[config.mk]
export PLATFORM = sky130hd
export DESIGN_NAME = gumnut_exec_unit
export DESIGN_NICKNAME = d
export VERILOG_FILES = /design/src/rtl/gumnut_exec_pkg.sv /design/src/rtl/gumnut_alu_p.sv /design/src/rtl/gumnut_exec_unit.sv
export SDC_FILE = /design/constraint.sdc
export NUM_CORES = 1
export LEC_CHECK = 0
export CELL_PAD_IN_SITES_DETAIL_PLACEMENT = 1
export CELL_PAD_IN_SITES_GLOBAL_PLACEMENT = 1
export CORE_UTILIZATION = 49
export DETAILED_ROUTE_END_ITERATION = 10
export GPL_ROUTABILITY_DRIVEN = 0
export GPL_TIMING_DRIVEN = 0
export PLACE_DENSITY = 0.85
export SLEW_MARGIN = 20
export SYNTH_ARGS = -nofsm -noshare
export SYNTH_HDL_FRONTEND = slang
export SYNTH_HIERARCHICAL = 1
export SYNTH_SLANG_ARGS = --single-unit
[constraint.sdc]
create_clock -name clk_i -period 8.6 [get_ports clk_i]
set_input_delay 1.29 -clock clk_i [delete_from_list [all_inputs] [get_ports clk_i]]
set_output_delay 1.29 -clock clk_i [all_outputs]
set_load 0.005 [all_outputs]
[src/rtl/gumnut_exec_pkg.sv]
// Shared types for the Gumnut execute/writeback unit.
// ALU function codes, writeback selects and load-wait FSM states.
package gumnut_exec_pkg;

  typedef enum logic [3:0] {
    ADD  = 4'd0,
    ADDC = 4'd1,
    SUB  = 4'd2,
    SUBC = 4'd3,
    AND  = 4'd4,
    OR   = 4'd5,
    XOR  = 4'd6,
    MASK = 4'd7,
    SHL  = 4'd8,
    SHR  = 4'd9,
    ROL  = 4'd10,
    ROR  = 4'd11
  } alu_fn_e;

  typedef enum logic [1:0] {
    WB_ALU  = 2'd0,
    WB_MEM  = 2'd1,
    WB_PORT = 2'd2,
    WB_NONE = 2'd3
  } wb_sel_e;

  typedef enum logic {
    IDLE = 1'b0,
    WAIT = 1'b1
  } state_e;

endpackage

[src/rtl/gumnut_alu_p.sv]
// Combinational Gumnut ALU, DATA_W wide.
// o_vld is low for undefined function codes so the caller keeps its flags.
module gumnut_alu_p
  import gumnut_exec_pkg::*;
#(
  parameter int DATA_W = 8,
  parameter int CW     = $clog2(DATA_W)
) (
  input  logic [DATA_W-1:0] i_a,
  input  logic [DATA_W-1:0] i_b,
  input  logic              i_c,
  input  logic [3:0]        i_fn,
  input  logic [CW-1:0]     i_cnt,
  output logic [DATA_W-1:0] o_res,
  output logic              o_carry,
  output logic              o_zero,
  output logic              o_vld
);

  logic              w_cin;
  logic [DATA_W:0]   w_sum;
  logic [DATA_W:0]   w_dif;
  logic [DATA_W:0]   w_shl;
  logic [DATA_W:0]   w_shr;
  logic [DATA_W-1:0] w_rol;
  logic [DATA_W-1:0] w_ror;

  assign w_cin = i_c & ((i_fn == ADDC) | (i_fn == SUBC));
  assign w_sum = {1'b0, i_a} + {1'b0, i_b} + (DATA_W+1)'(w_cin);
  // top bit of the wide difference is the unsigned borrow
  assign w_dif = {1'b0, i_a} - {1'b0, i_b} - (DATA_W+1)'(w_cin);
  assign w_shl = {1'b0, i_a} << i_cnt;
  assign w_shr = {i_a, 1'b0} >> i_cnt;
  assign w_rol = (i_a << i_cnt) | (i_a >> (DATA_W - int'(i_cnt)));
  assign w_ror = (i_a >> i_cnt) | (i_a << (DATA_W - int'(i_cnt)));

  always_comb begin
    o_res   = '0;
    o_carry = 1'b0;
    o_vld   = 1'b1;
    unique case (i_fn)
      ADD, ADDC: {o_carry, o_res} = w_sum;
      SUB, SUBC: {o_carry, o_res} = w_dif;
      AND:       o_res = i_a & i_b;
      OR:        o_res = i_a | i_b;
      XOR:       o_res = i_a ^ i_b;
      MASK:      o_res = i_a & ~i_b;
      SHL:       {o_carry, o_res} = w_shl;
      SHR: begin
        o_res   = w_shr[DATA_W:1];
        o_carry = w_shr[0];
      end
      ROL:       o_res = w_rol;
      ROR:       o_res = w_ror;
      default:   o_vld = 1'b0;
    endcase
  end

  assign o_zero = (o_res == '0);

endmodule

[src/rtl/gumnut_exec_unit.sv]
// Gumnut execute/writeback: register bank, ALU, flags, load-wait FSM.
// Define EXEC_TIMEOUT_EN to bound the load wait by TIMEOUT_CYC cycles.
module gumnut_exec_unit
  import gumnut_exec_pkg::*;
#(
  parameter int DATA_W      = 8,
  parameter int NUM_REGS    = 8,
  parameter int ADDR_W      = 8,
  parameter int TIMEOUT_CYC = 16,
  localparam int RW = $clog2(NUM_REGS),
  localparam int CW = $clog2(DATA_W)
) (
  input  logic              clk_i,
  input  logic              rst_i,
  input  logic              issue_valid_i,
  output logic              issue_ready_o,
  input  logic [RW-1:0]     rs_i,
  input  logic [RW-1:0]     rs2_i,
  input  logic [RW-1:0]     rd_i,
  input  logic [DATA_W-1:0] immed_i,
  input  logic              op2_sel_i,
  input  logic [3:0]        alu_fn_i,
  input  logic [CW-1:0]     count_i,
  input  logic [1:0]        wb_sel_i,
  input  logic              reg_we_i,
  input  logic              flag_we_i,
  output logic              ld_req_o,
  output logic              ld_port_o,
  output logic [ADDR_W-1:0] ld_addr_o,
  input  logic [DATA_W-1:0] ld_dat_i,
  input  logic              ld_ack_i,
  output logic [DATA_W-1:0] rs_dat_o,
  output logic              carry_o,
  output logic              zero_o,
  output logic              err_o
);

  if (ADDR_W > DATA_W || DATA_W < 4 || NUM_REGS < 2 || TIMEOUT_CYC < 1)
  begin : g_bad_cfg
    $error("gumnut_exec_unit: illegal parameter set");
  end

  state_e            r_state;
  state_e            w_next;
  logic [DATA_W-1:0] r_regs [NUM_REGS];
  logic              r_carry;
  logic              r_zero;
  logic [ADDR_W-1:0] r_ld_addr;
  logic              r_ld_port;
  logic [RW-1:0]     r_ld_rd;
  logic              r_ld_we;

  logic [DATA_W-1:0] w_a;
  logic [DATA_W-1:0] w_b_reg;
  logic [DATA_W-1:0] w_b;
  logic [DATA_W-1:0] w_res;
  logic              w_alu_c;
  logic              w_alu_z;
  logic              w_alu_vld;
  logic              w_accept;
  logic              w_ld_issue;
  logic              w_ack;
  logic              w_to;
  logic              w_flag_en;
  logic              w_wr_en;
  logic [RW-1:0]     w_wr_idx;
  logic [DATA_W-1:0] w_wr_dat;

  assign w_a     = (rs_i == '0) ? '0 : r_regs[rs_i];
  assign w_b_reg = (rs2_i == '0) ? '0 : r_regs[rs2_i];
  assign w_b     = op2_sel_i ? immed_i : w_b_reg;

  gumnut_alu_p #(
    .DATA_W (DATA_W),
    .CW     (CW)
  ) u_alu (
    .i_a     (w_a),
    .i_b     (w_b),
    .i_c     (r_carry),
    .i_fn    (alu_fn_i),
    .i_cnt   (count_i),
    .o_res   (w_res),
    .o_carry (w_alu_c),
    .o_zero  (w_alu_z),
    .o_vld   (w_alu_vld)
  );

  assign issue_ready_o = (r_state == IDLE);
  assign ld_req_o      = (r_state == WAIT);
  assign w_accept      = issue_valid_i & issue_ready_o;
  assign w_ld_issue    = w_accept &
                         ((wb_sel_i == WB_MEM) | (wb_sel_i == WB_PORT));
  assign w_ack         = ld_req_o & ld_ack_i;
  assign w_flag_en     = w_accept & flag_we_i & w_alu_vld &
                         ((wb_sel_i == WB_ALU) | (wb_sel_i == WB_NONE));

`ifdef EXEC_TIMEOUT_EN
  localparam int TW = $clog2(TIMEOUT_CYC + 1);

  logic [TW-1:0] r_to_cnt;
  logic          r_err;

  // ack in the final wait cycle takes priority over the timeout
  assign w_to = ld_req_o & ~ld_ack_i &
                (r_to_cnt == TW'(TIMEOUT_CYC - 1));

  always_ff @(posedge clk_i or posedge rst_i) begin
    if (rst_i) begin
      r_to_cnt <= '0;
      r_err    <= 1'b0;
    end else begin
      r_to_cnt <= ld_req_o ? r_to_cnt + 1'b1 : '0;
      if (w_to) r_err <= 1'b1;
    end
  end

  assign err_o = r_err;
`else
  assign w_to  = 1'b0;
  assign err_o = 1'b0;
`endif

  always_ff @(posedge clk_i or posedge rst_i) begin
    if (rst_i) r_state <= IDLE;
    else       r_state <= w_next;
  end

  always_comb begin
    w_next = r_state;
    unique case (r_state)
      IDLE: if (w_ld_issue) w_next = WAIT;
      WAIT: if (w_ack | w_to) w_next = IDLE;
      default: w_next = IDLE;
    endcase
  end

  always_comb begin
    w_wr_en  = 1'b0;
    w_wr_idx = rd_i;
    w_wr_dat = w_res;
    if (w_accept & (wb_sel_i == WB_ALU) & reg_we_i) begin
      w_wr_en = 1'b1;
    end else if (w_ack & r_ld_we) begin
      w_wr_en  = 1'b1;
      w_wr_idx = r_ld_rd;
      w_wr_dat = ld_dat_i;
    end
    if (w_wr_idx == '0) w_wr_en = 1'b0;
  end

  always_ff @(posedge clk_i or posedge rst_i) begin
    if (rst_i) begin
      for (int i = 0; i < NUM_REGS; i++) r_regs[i] <= '0;
    end else if (w_wr_en) begin
      r_regs[w_wr_idx] <= w_wr_dat;
    end
  end

  always_ff @(posedge clk_i or posedge rst_i) begin
    if (rst_i) begin
      r_carry <= 1'b0;
      r_zero  <= 1'b0;
    end else if (w_flag_en) begin
      r_carry <= w_alu_c;
      r_zero  <= w_alu_z;
    end
  end

  always_ff @(posedge clk_i or posedge rst_i) begin
    if (rst_i) begin
      r_ld_addr <= '0;
      r_ld_port <= 1'b0;
      r_ld_rd   <= '0;
      r_ld_we   <= 1'b0;
    end else if (w_ld_issue) begin
      r_ld_addr <= w_a[ADDR_W-1:0] + immed_i[ADDR_W-1:0];
      r_ld_port <= (wb_sel_i == WB_PORT);
      r_ld_rd   <= rd_i;
      r_ld_we   <= reg_we_i;
    end
  end

  assign ld_addr_o = r_ld_addr;
  assign ld_port_o = r_ld_port;
  assign rs_dat_o  = w_a;
  assign carry_o   = r_carry;
  assign zero_o    = r_zero;

endmodule

### After elaboration in Yosys (flattened, before gate mapping)

Index checks and enable logic that the tools add are counted.
Widths: inputs -> output; s select.

| word-level totals | value |
|---|---|
| bits in registers | 80 |
| input port bits | 41 |
| output and inout port bits | 22 |

| cells by class | value |
|---|---|
| $add $sub $neg | 6 |
| $lt $le $gt $ge | 4 |
| eq/ne operators | 14 |
| shift operators | 6 |
| multiplexer cells | 25 |
| bitwise logic cells | 24 |
| reduce and logical (&&, ||, !) cells | 10 |

Operator list:

| operator | number |
|---|---|
| $mux 8 | 10 |
| $pmux 8 s10 | 1 |
| $bwmux 64 | 1 |
| $bmux 8 s3 | 2 |
| $shl 8x32->8 | 1 |
| $shr 8x32->8 | 1 |
| $demux 8 s3 | 1 |
| $or 8x8->8 | 3 |
| $and 8x8->8 | 2 |
| $eq 4x3->1 const B | 4 |
| $eq 4x4->1 const B | 4 |
| $ge 4x4->1 const B | 3 |
| $not 3->4 | 3 |
| $reduce_or 12->1 | 1 |
| $and 1x1->1 | 10 |
| $add 8x8->9 | 1 |
| $add 9x1->9 | 1 |
| $logic_not 3->1 | 3 |
| $shl 8x3->9 | 1 |
| $shr 9x3->9 | 1 |
| $sub 8x8->9 | 1 |
| $sub 9x1->9 | 1 |
| $add 8x8->8 | 1 |
| $eq 4x2->1 const B | 2 |
| other kinds (20) | 30 |

### Logic depth before layout (Yosys ltp)

Gate-level depths: netlist (run 1).

| depth | value |
|---|---|
| word-level depth | 12 |
| gate-level depth with buffers | 18 |

### Modules after synthesis

Netlist (run 1), hierarchy kept.

Modules (own cells, without submodules):

| module | times used | cells each | area each (µm²) | seq. area each (µm²) |
|---|---|---|---|---|
| gumnut_exec_unit | 1 | 397 | 4166.5 | 1826.8 |
| gumnut_alu_p | 1 | 349 | 2507.4 | 0.0 |

### Least setup slack after synthesis (run 1)

No wires, ideal clock.

| timing path | value |
|---|---|
| path kind | input -> register |
| start point | input port rs_i[0] |
| end point | register r_zero, in the netlist zero_o |
| setup time | 0.065 ns |
| arrival time | 5.232 ns |
| data required time | 8.535 ns |
| slack | 3.303 ns |
| cell stages on the path | 15 |
| buffers on the path | 2 |
| cell sequence | buf_6 clkbuf_1 mux4_2 inv_1 a21oi_1 fa_1 fa_1 o21a_1 or3_1 a32oi_1 o2111ai_1 nor4_1 or4b_1 nor4_2 mux2_2 |

| on the way | value |
|---|---|
| cells in the longest elaborated chain, start to end | 9 |

RTL lines:

| element | line | source |
|---|---|---|
| start: declaration | gumnut_exec_unit.sv:17 | `input logic [RW-1:0] rs_i,` |
| $not 3->4 (implied by the code) | gumnut_exec_unit.sv:69 | `assign w_a = (rs_i == '0) ? '0 : r_regs[rs_i];` |
| $bmux 8 s3 | gumnut_exec_unit.sv:69 |  |
| $mux 8 (implied by the code) (2 in series) | gumnut_exec_unit.sv:69 |  |
| $mux 8 (*) | gumnut_exec_unit.sv:69 |  |
| via rs_dat_o[0] | gumnut_exec_unit.sv:32 | `output logic [DATA_W-1:0] rs_dat_o,` |
| $sub 8x8->9 (tied with other cells) | gumnut_alu_p.sv:31 | `assign w_dif = {1'b0, i_a} - {1'b0, i_b} - (DATA_W+1)'(w_cin);` |
| $sub 9x1->9 (tied with other cells) | gumnut_alu_p.sv:31 |  |
| $pmux 8 s10 (*) | gumnut_alu_p.sv:41 | `unique case (i_fn)` |
| $logic_not 8->1 (*) | gumnut_alu_p.sv:59 | `assign o_zero = (o_res == '0);` |
| via w_alu_z | gumnut_exec_unit.sv:58 | `logic w_alu_z;` |
| end signal: assignment | gumnut_exec_unit.sv:165 | `r_zero <= w_alu_z;` |
| end: declaration | gumnut_exec_unit.sv:47 | `logic r_zero;` |

The timed path passes the listed nets; every way through them passes the cells marked *. The select of a mux whose other input is x is not followed.
A chain may end at the register's enable or synchronous reset.

### Worst setup path in the final report (run 1)

| timing path | value |
|---|---|
| start point | input port rs_i[1] |
| end point | register r_regs[13] (netlist bit) |

| on the way | value |
|---|---|
| cells in the longest elaborated chain, start to end | 11 |

RTL lines:

| element | line | source |
|---|---|---|
| $not 3->4 (implied by the code) | gumnut_exec_unit.sv:69 |  |
| $bmux 8 s3 | gumnut_exec_unit.sv:69 |  |
| $mux 8 (implied by the code) (2 in series) | gumnut_exec_unit.sv:69 |  |
| $mux 8 (*) | gumnut_exec_unit.sv:69 |  |
| $sub 8x8->9 (tied with other cells) | gumnut_alu_p.sv:31 |  |
| $sub 9x1->9 (tied with other cells) | gumnut_alu_p.sv:31 |  |
| $pmux 8 s10 (*) | gumnut_alu_p.sv:41 |  |
| via w_res[5] | gumnut_exec_unit.sv:56 | `logic [DATA_W-1:0] w_res;` |
| $mux 8 | gumnut_exec_unit.sv:143 | `end else if (w_ack & r_ld_we) begin` |
| $mux 8 (*) | gumnut_exec_unit.sv:141 | `if (w_accept & (wb_sel_i == WB_ALU) & reg_we_i) begin` |
| $bwmux 64 (*) | gumnut_exec_unit.sv:155 | `r_regs[w_wr_idx] <= w_wr_dat;` |
| end signal: indexed assignment | gumnut_exec_unit.sv:155 |  |
| end: declaration | gumnut_exec_unit.sv:45 | `logic [DATA_W-1:0] r_regs [NUM_REGS];` |

Marked as above.

==> results of run 1 <==
==> cell usage after synthesis, types with 4 or more instances <==
master     count  area (um^2)
dfrtp_1       73         1830
buf_2         15         75.1
a211oi_1       4         30.0
inv_1         43          161
or3_1          6         37.5
a21oi_2        4         35.0
xor2_1        11         96.3
o221ai_1       4         35.0
nor2_1        55          206
mux4_2        20          450
o22ai_1        7         43.8
nand2_1       78          293
o21a_1         5         37.5
nor2b_1       17          106
a21oi_1       46          230
xnor2_1        6         52.6
ha_1          39          488
o31ai_1       11         82.6
nand3_1        8         40.0
mux2i_1       32          320
clkbuf_1      22         82.6
a32oi_1        8         70.1
o21ai_0       56          280
a221oi_1      15          131
mux2_2        30          338
nor3_1        10         50.1
nand3b_1       5         37.5
o211ai_1       8         60.1
fa_1           5          100
buf_6          5         56.3
nand2b_1      17          106
o2111ai_1      4         35.0
buf_4          4         30.0
a21o_1         7         52.6
==> power groups by stage <==
stage               sequential [mW]  combinational [mW]  clock (mW)
floorplan                     0.563               0.724           0
global placement              0.589                1.01           0
detailed placement            0.605                1.08           0
CTS                           0.604                1.10       0.420
global route                  0.624                1.20       0.433
finish                        0.612                1.12       0.420
==> registers in the layout, indices dropped and copies added, names as in the netlist <==
signal     cells
ld_req_o       1
ld_addr_o      8
ld_port_o      1
r_ld_we        1
r_ld_rd        3
r_regs        57
carry_o        1
zero_o         1
==> stage by stage <==
stage	instance area, um^2	instances	power [mW]	setup slack [ps]
final	7820	995	2.15	1470
after global routing	7820	995	2.26	1310
after CTS	7820	995	2.12	1640
after detailed placement	7490	979	1.68	1400
after global placement	7450	978	1.59	1530
after floorplan	6670	746	1.29	3300
==> logic make-up (layout without fill, tap and decap cells) <==
kind of cell | after synthesis | in the layout | synth area share
buf+inv | 92 | 165 | 0.0624
simple gates | 229 | 229 | 0.176
other cells | 1 | 1 | 0.000562
fa+ha+maj | 44 | 44 | 0.0881
xor+xnor | 17 | 17 | 0.0223
flops | 73 | 73 | 0.274
mux | 84 | 84 | 0.173
compound gates | 206 | 206 | 0.204
==> cell type report <==
type	count	area, um^2	area share
Buffer	47	248	0.0317
Clock buffer	9	225	0.0288
Clock inverter	7	103	0.0131
Inverter	45	171	0.0219
Multi-Input combinational cell	581	4440	0.568
Sequential cell	73	1830	0.234
Tap cell	176	220	0.0282
Timing Repair Buffer	57	588	0.0752
==> worst max-delay path by stage <==
stage          startpoint    endpoint  slack (ps)
6_report          rs_i[1]  r_regs[13]        1470
3_5_place_dp      rs_i[1]  r_regs[13]        1400
4_1_cts           rs_i[1]  r_regs[13]        1640
2_1_floorplan     rs_i[0]      zero_o        3300
3_3_place_gp      rs_i[1]  r_regs[53]        1530
5_1_grt           rs_i[1]  r_regs[45]        1310
==> worst max-delay path: cells and delay by family <==
kind            cells  cell delay (ps)
simple gates        1               70
compound gates      5             2060
xor+xnor            1              180
buf+inv             6             2040
mux                 2              840
fa+ha+maj           2              850
==> layer usage <==
metal / GRT usage / routed length (um) / share of wire
met5: 0 / 0 / 0
met3: 0.0931 / 2470 / 0.098
met4: 0.142 / 1020 / 0.040
met1: 0.486 / 10200 / 0.40
met2: 0.587 / 11600 / 0.46
==> results.sh, run 1 <==
export IMPL_start_util=0.504
export IMPL_hold_buffers=0
export IMPL_h_tree_depth=3
export IMPL_yosys_cell_types_count=79
export IMPL_num_io_pins=63
export IMPL_crit_path_end_kind="flop"
export IMPL_grt_pass1_wl_um=39400
export IMPL_reg2reg_to="r_regs[13]"
export IMPL_synth_enable_flop_cells=0
export IMPL_crit_chain="clkdlybuf4s50_1, buf_2, buf_2, mux4_2, inv_1, a21oi_1, clkbuf_1, inv_1, ha_1, ha_1, nor3_1, a311oi_1, xor2_1, a2111oi_0, o21ai_0, mux2i_1, o21ai_0"
export IMPL_p_switching_uw=922
export IMPL_totalWireLength_um=25300
export IMPL_grt_overflow=0
export IMPL_cts_made_buffers=9
export IMPL_fin_skew_ps=11.4
export IMPL_power_density_nw_per_um2=275
export IMPL_p_leak_nw=3.37
export IMPL_layout_common_cells="nand2_1, dfrtp_1, o21ai_0, clkdlybuf4s50_1, nor2_1"
export IMPL_cts_setup_buffers=0
export IMPL_power_frac_seq=0.285
export IMPL_synth_cell_area_um2=6670
export IMPL_maxSlewViolCount=0
export IMPL_syn2layout_area_growth_pct=17.2
export IMPL_cts_sink_count=73
export IMPL_fin_util=0.591
export IMPL_clock_latency_ps=350
export IMPL_worst_setup_path_start_kind="primary input"
export IMPL_status="completed"
export IMPL_async_flop_share=1.00
export IMPL_worstMarginPinSlew_ps=987
export IMPL_intPower_mw=1.23
export IMPL_fin_tns_setup_ps=0
export IMPL_ys_flop_type="dfrtp_1"
export IMPL_grt_antenna_before_repair=0
export IMPL_ys_seq_elements=73
export IMPL_hp_class="reg -> reg"
export IMPL_setup_viol=0
export IMPL_rsz0062_at_grt="no"
export IMPL_crit_fanout=10
export IMPL_hold_depth=1
export IMPL_drc=0
export IMPL_io_buffers=56
export IMPL_via_count=6684
export IMPL_syn_area_per_cell_um2=8.95
export IMPL_crit_required_ps=8800
export IMPL_period_share=0.829
export IMPL_ir_worst_vdd_mv=0.176
export IMPL_drive_above_1_share=0.143
export IMPL_clock_power_share=0.195
export IMPL_mostFrequentLayoutCell="nand2_1"
export IMPL_track_usage=0.370
export IMPL_num_rows=42
export IMPL_comb_power_share=0.520
export IMPL_grt_max_degree=57
export IMPL_cts_resized=0
export IMPL_via_per_inst=6.72
export IMPL_cts_tree="built"
export IMPL_clk_path_buf_depth=2
export IMPL_n_fill_cell=1572
export IMPL_fin_nets=899
export IMPL_drt_initial_drc_count=768
export IMPL_cp_slowest_cell="a21oi_1"
export IMPL_crit_type="in -> reg"
export IMPL_synthCells=746
export IMPL_cpPeakStageDelay_ps=650
export IMPL_hold_viol_final=0
export IMPL_first_global_vias=6906
export IMPL_die_area_um2=14100
export IMPL_hold_path_end="r_regs[62]"
export IMPL_arrival_ps=7330
export IMPL_core_area_um2=13200
export IMPL_period_needed_ps=7130
export IMPL_dr_pass1_iters=6
export IMPL_max_freq_ghz=0.140
export IMPL_syn_num_nets=831
export IMPL_synth_seq_area_share=0.274
export IMPL_p_sw_frac=0.429
export IMPL_worstHoldStart="r_regs[62]"
export IMPL_post_drt_wl_per_cell_um=25.4
export IMPL_hpwl_um=18800
export IMPL_r2r_start="r_regs[3]"
export IMPL_drtAntennaViolNets=0
export IMPL_diodes=0
export IMPL_cts_root_buf="clkbuf_16"
export IMPL_slew_headroom=0.333
export IMPL_maxCapViolations=0
export IMPL_ff2ff_setup_slack_ps=3230
export IMPL_dieWidth_um=119
export IMPL_die_y_um=119
export IMPL_yosys_warnings=6
export IMPL_clkSlewWorstSetupHoldPaths_ps=60
export IMPL_rr_worst_depth=14
export IMPL_holdWs_ps=458
(Power assumes the default switching activity.)
==> run 2, diff against run 1 <==
--- a/config.mk
+++ b/config.mk
@@ -7,11 +7,11 @@
 export LEC_CHECK = 0
 export CELL_PAD_IN_SITES_DETAIL_PLACEMENT = 1
 export CELL_PAD_IN_SITES_GLOBAL_PLACEMENT = 1
-export CORE_UTILIZATION = 49
+export CORE_UTILIZATION = 45
 export DETAILED_ROUTE_END_ITERATION = 10
 export GPL_ROUTABILITY_DRIVEN = 0
 export GPL_TIMING_DRIVEN = 0
-export PLACE_DENSITY = 0.85
+export PLACE_DENSITY = 0.78
 export SLEW_MARGIN = 20
 export SYNTH_ARGS = -nofsm -noshare
 export SYNTH_HDL_FRONTEND = slang
==> constraint.sdc (replaced) <==
create_clock -name clk_i -period 7.45 [get_ports clk_i]
set_input_delay 1.1175 -clock clk_i [delete_from_list [all_inputs] [get_ports clk_i]]
set_output_delay 1.1175 -clock clk_i [all_outputs]
set_load 0.005 [all_outputs]
==> run 2 against run 1 <==
  * Combinational power rose by 12%
  * Sequential share of layout area barely moved
  * First-iteration DRC count fell by 49%
  * Clock skew decreased by 5.6 ps
  * Largest cell class unchanged
  * Critical path depth did not move
  * Routed wire length down 8.8%
  * Count of clock-buffer cells in the layout is 4 higher
  * Die area up 8.7%
  * Design area shrank 0.16%
  * Total power rose by 11%
  * Global-route usage down 4.9 points
  * Sequential power rose by 14%
==> results.sh, run 2 (synthesized netlist as in run 1, its figures left out) <==
export IMPL_clk_path_buf_depth=2
export IMPL_drc=0
export IMPL_num_io_pins=63
export IMPL_cts_tree="built"
export IMPL_cts_setup_buffers=0
export IMPL_cts_sink_count=73
export IMPL_fin_nets=900
export IMPL_cts_resized=0
export IMPL_crit_required_ps=7630
export IMPL_worstMarginPinSlew_ps=1070
export IMPL_slew_headroom=0.276
export IMPL_clkSlewWorstSetupHoldPaths_ps=60
export IMPL_hpwl_um=18400
export IMPL_setup_viol=0
export IMPL_via_count=6253
export IMPL_largest_reg_flops=57
export IMPL_maxSlewViolCount=0
export IMPL_fin_skew_ps=5.78
export IMPL_drtAntennaViolNets=0
export IMPL_cp_slowest_cell="mux2i_1"
export IMPL_crit_fanout=10
export IMPL_top_register="r_regs"
export IMPL_drt_initial_drc_count=388
export IMPL_power_density_nw_per_um2=306
export IMPL_rsz0062_at_grt="no"
export IMPL_totalPowerFinal_mw=2.39
export IMPL_ir_worst_vdd_mv=0.209
export IMPL_core_area_um2=14500
export IMPL_crit_chain="clkdlybuf4s50_1, buf_2, buf_2, mux4_2, inv_1, a21oi_1, clkbuf_1, inv_1, ha_1, ha_1, nor3_1, a311oi_1, xor2_1, a2111oi_0, o21ai_0, mux2i_1, o21ai_0"
export IMPL_worst_setup_path_start_kind="primary input"
export IMPL_p_leak_nw=3.36
export IMPL_grt_max_degree=48
export IMPL_hold_buffers=0
export IMPL_cts_root_buf="clkbuf_16"
export IMPL_grt_pass1_wl_um=36600
export IMPL_status="completed"
export IMPL_dr_pass1_iters=5
export IMPL_dieWidth_um=124
export IMPL_cts_made_buffers=9
export IMPL_period_share=0.884
export IMPL_drive_above_1_share=0.140
export IMPL_hp_class="reg -> reg"
export IMPL_num_rows=44
export IMPL_syn2layout_area_growth_pct=17.0
export IMPL_track_usage=0.321
export IMPL_crit_buf_inv=6
export IMPL_via_per_inst=6.23
export IMPL_crit_type="in -> reg"
export IMPL_arrival_ps=6770
export IMPL_layout_common_cells="nand2_1, dfrtp_1, o21ai_0, clkdlybuf4s50_1, nor2_1"
export IMPL_h_tree_depth=3
export IMPL_fin_util=0.539
export IMPL_critical_path_top_delay_family="compound AO/OA/AOI/OAI gates"
export IMPL_hold_viol_final=0
export IMPL_grt_antenna_before_repair=0
export IMPL_post_drt_wl_per_cell_um=23.0
export IMPL_mostFrequentLayoutCell="nand2_1"
export IMPL_start_util=0.461
export IMPL_first_global_vias=6676
export IMPL_fin_tns_setup_ps=0
export IMPL_die_area_um2=15300
export IMPL_crit_path_end_kind="flop"
export IMPL_period_needed_ps=6590
export IMPL_maxCapViolations=0
export IMPL_grt_overflow=0
export IMPL_max_freq_ghz=0.152
export IMPL_placed_cells=988
export IMPL_die_y_um=124
export IMPL_totalWireLength_um=23000
export IMPL_cpPeakStageDelay_ps=590
export IMPL_fin_cells=1003
export IMPL_clock_latency_ps=340
export IMPL_diodes=0
export IMPL_io_buffers=56
[run 2: cell types whose count changed in the layout (fill, tap and decap cells not counted)]
cell,change
buf_4,+1
bufinv_16,-1
clkbuf_1,+2
clkbuf_8,+2
clkinv_4,-2
inv_6,-2
[run 2: power breakdown]
group | total [mW] | leakage [nW] | internal [mW] | switching, mW
Sequential | 0.698 | 0.936 | 0.560 | 0.137
Clock | 0.441 | 0.142 | 0.276 | 0.165
Combinational | 1.25 | 2.28 | 0.563 | 0.692
Total | 2.39 | 3.36 | 1.40 | 0.994
[run 2: final timing paths]
| check | startpoint | endpoint | slack (ps) | cells after the start |
|---|---|---|---|---|
| max | rs_i[1] | r_regs[13] | 860 | 17 |
| min | r_regs[62] | r_regs[62] | 480 | 1 |
| max reg2reg | r_regs[3] | r_regs[13] | 2340 | 14 |
| min reg2reg | r_regs[62] | r_regs[62] | 480 | 1 |
| max in group asynchronous | rst_i | r_regs[48] | 5750 | 3 |
| min in group asynchronous | rst_i | r_ld_rd[2] | 1120 | 2 |
[run 2: area by class of cell]
type / instances / area [um^2]
fillers: 1724 / 6670
multi-input cells: 581 / 4440
flip-flops and latches: 73 / 1830
repair buffers: 58 / 596
clock buffers: 13 / 260
plain buffers: 47 / 248
well taps: 184 / 230
inverters: 45 / 171
clock inverters: 2 / 37.5
[run 2: layer usage]
layer	vias up	wire length [um]	GRT usage
met5	-	0	0
met4	0	762	0.125
met3	45	1170	0.0531
met2	222	11600	0.556
met1	3128	9480	0.398
li1	2858	-	-
[run 2: stage by stage]
step           area [um^2]  hold WS, ps  setup slack (ps)
4_1_cts               7810          484               886
5_1_grt               7810          514               511
3_3_place_gp          7460          442               718
6_report              7810          480               864
2_1_floorplan         6670          425              2330
3_5_place_dp          7510          469               592
==> run 3, diff against run 2 <==
--- a/config.mk
+++ b/config.mk
@@ -12,6 +12,7 @@
 export GPL_ROUTABILITY_DRIVEN = 0
 export GPL_TIMING_DRIVEN = 0
 export PLACE_DENSITY = 0.78
+export SKIP_LAST_GASP = 1
 export SLEW_MARGIN = 20
 export SYNTH_ARGS = -nofsm -noshare
 export SYNTH_HDL_FRONTEND = slang
==> results of run 3 <==
Final layout, timing and power as in run 2 (identical DEF).
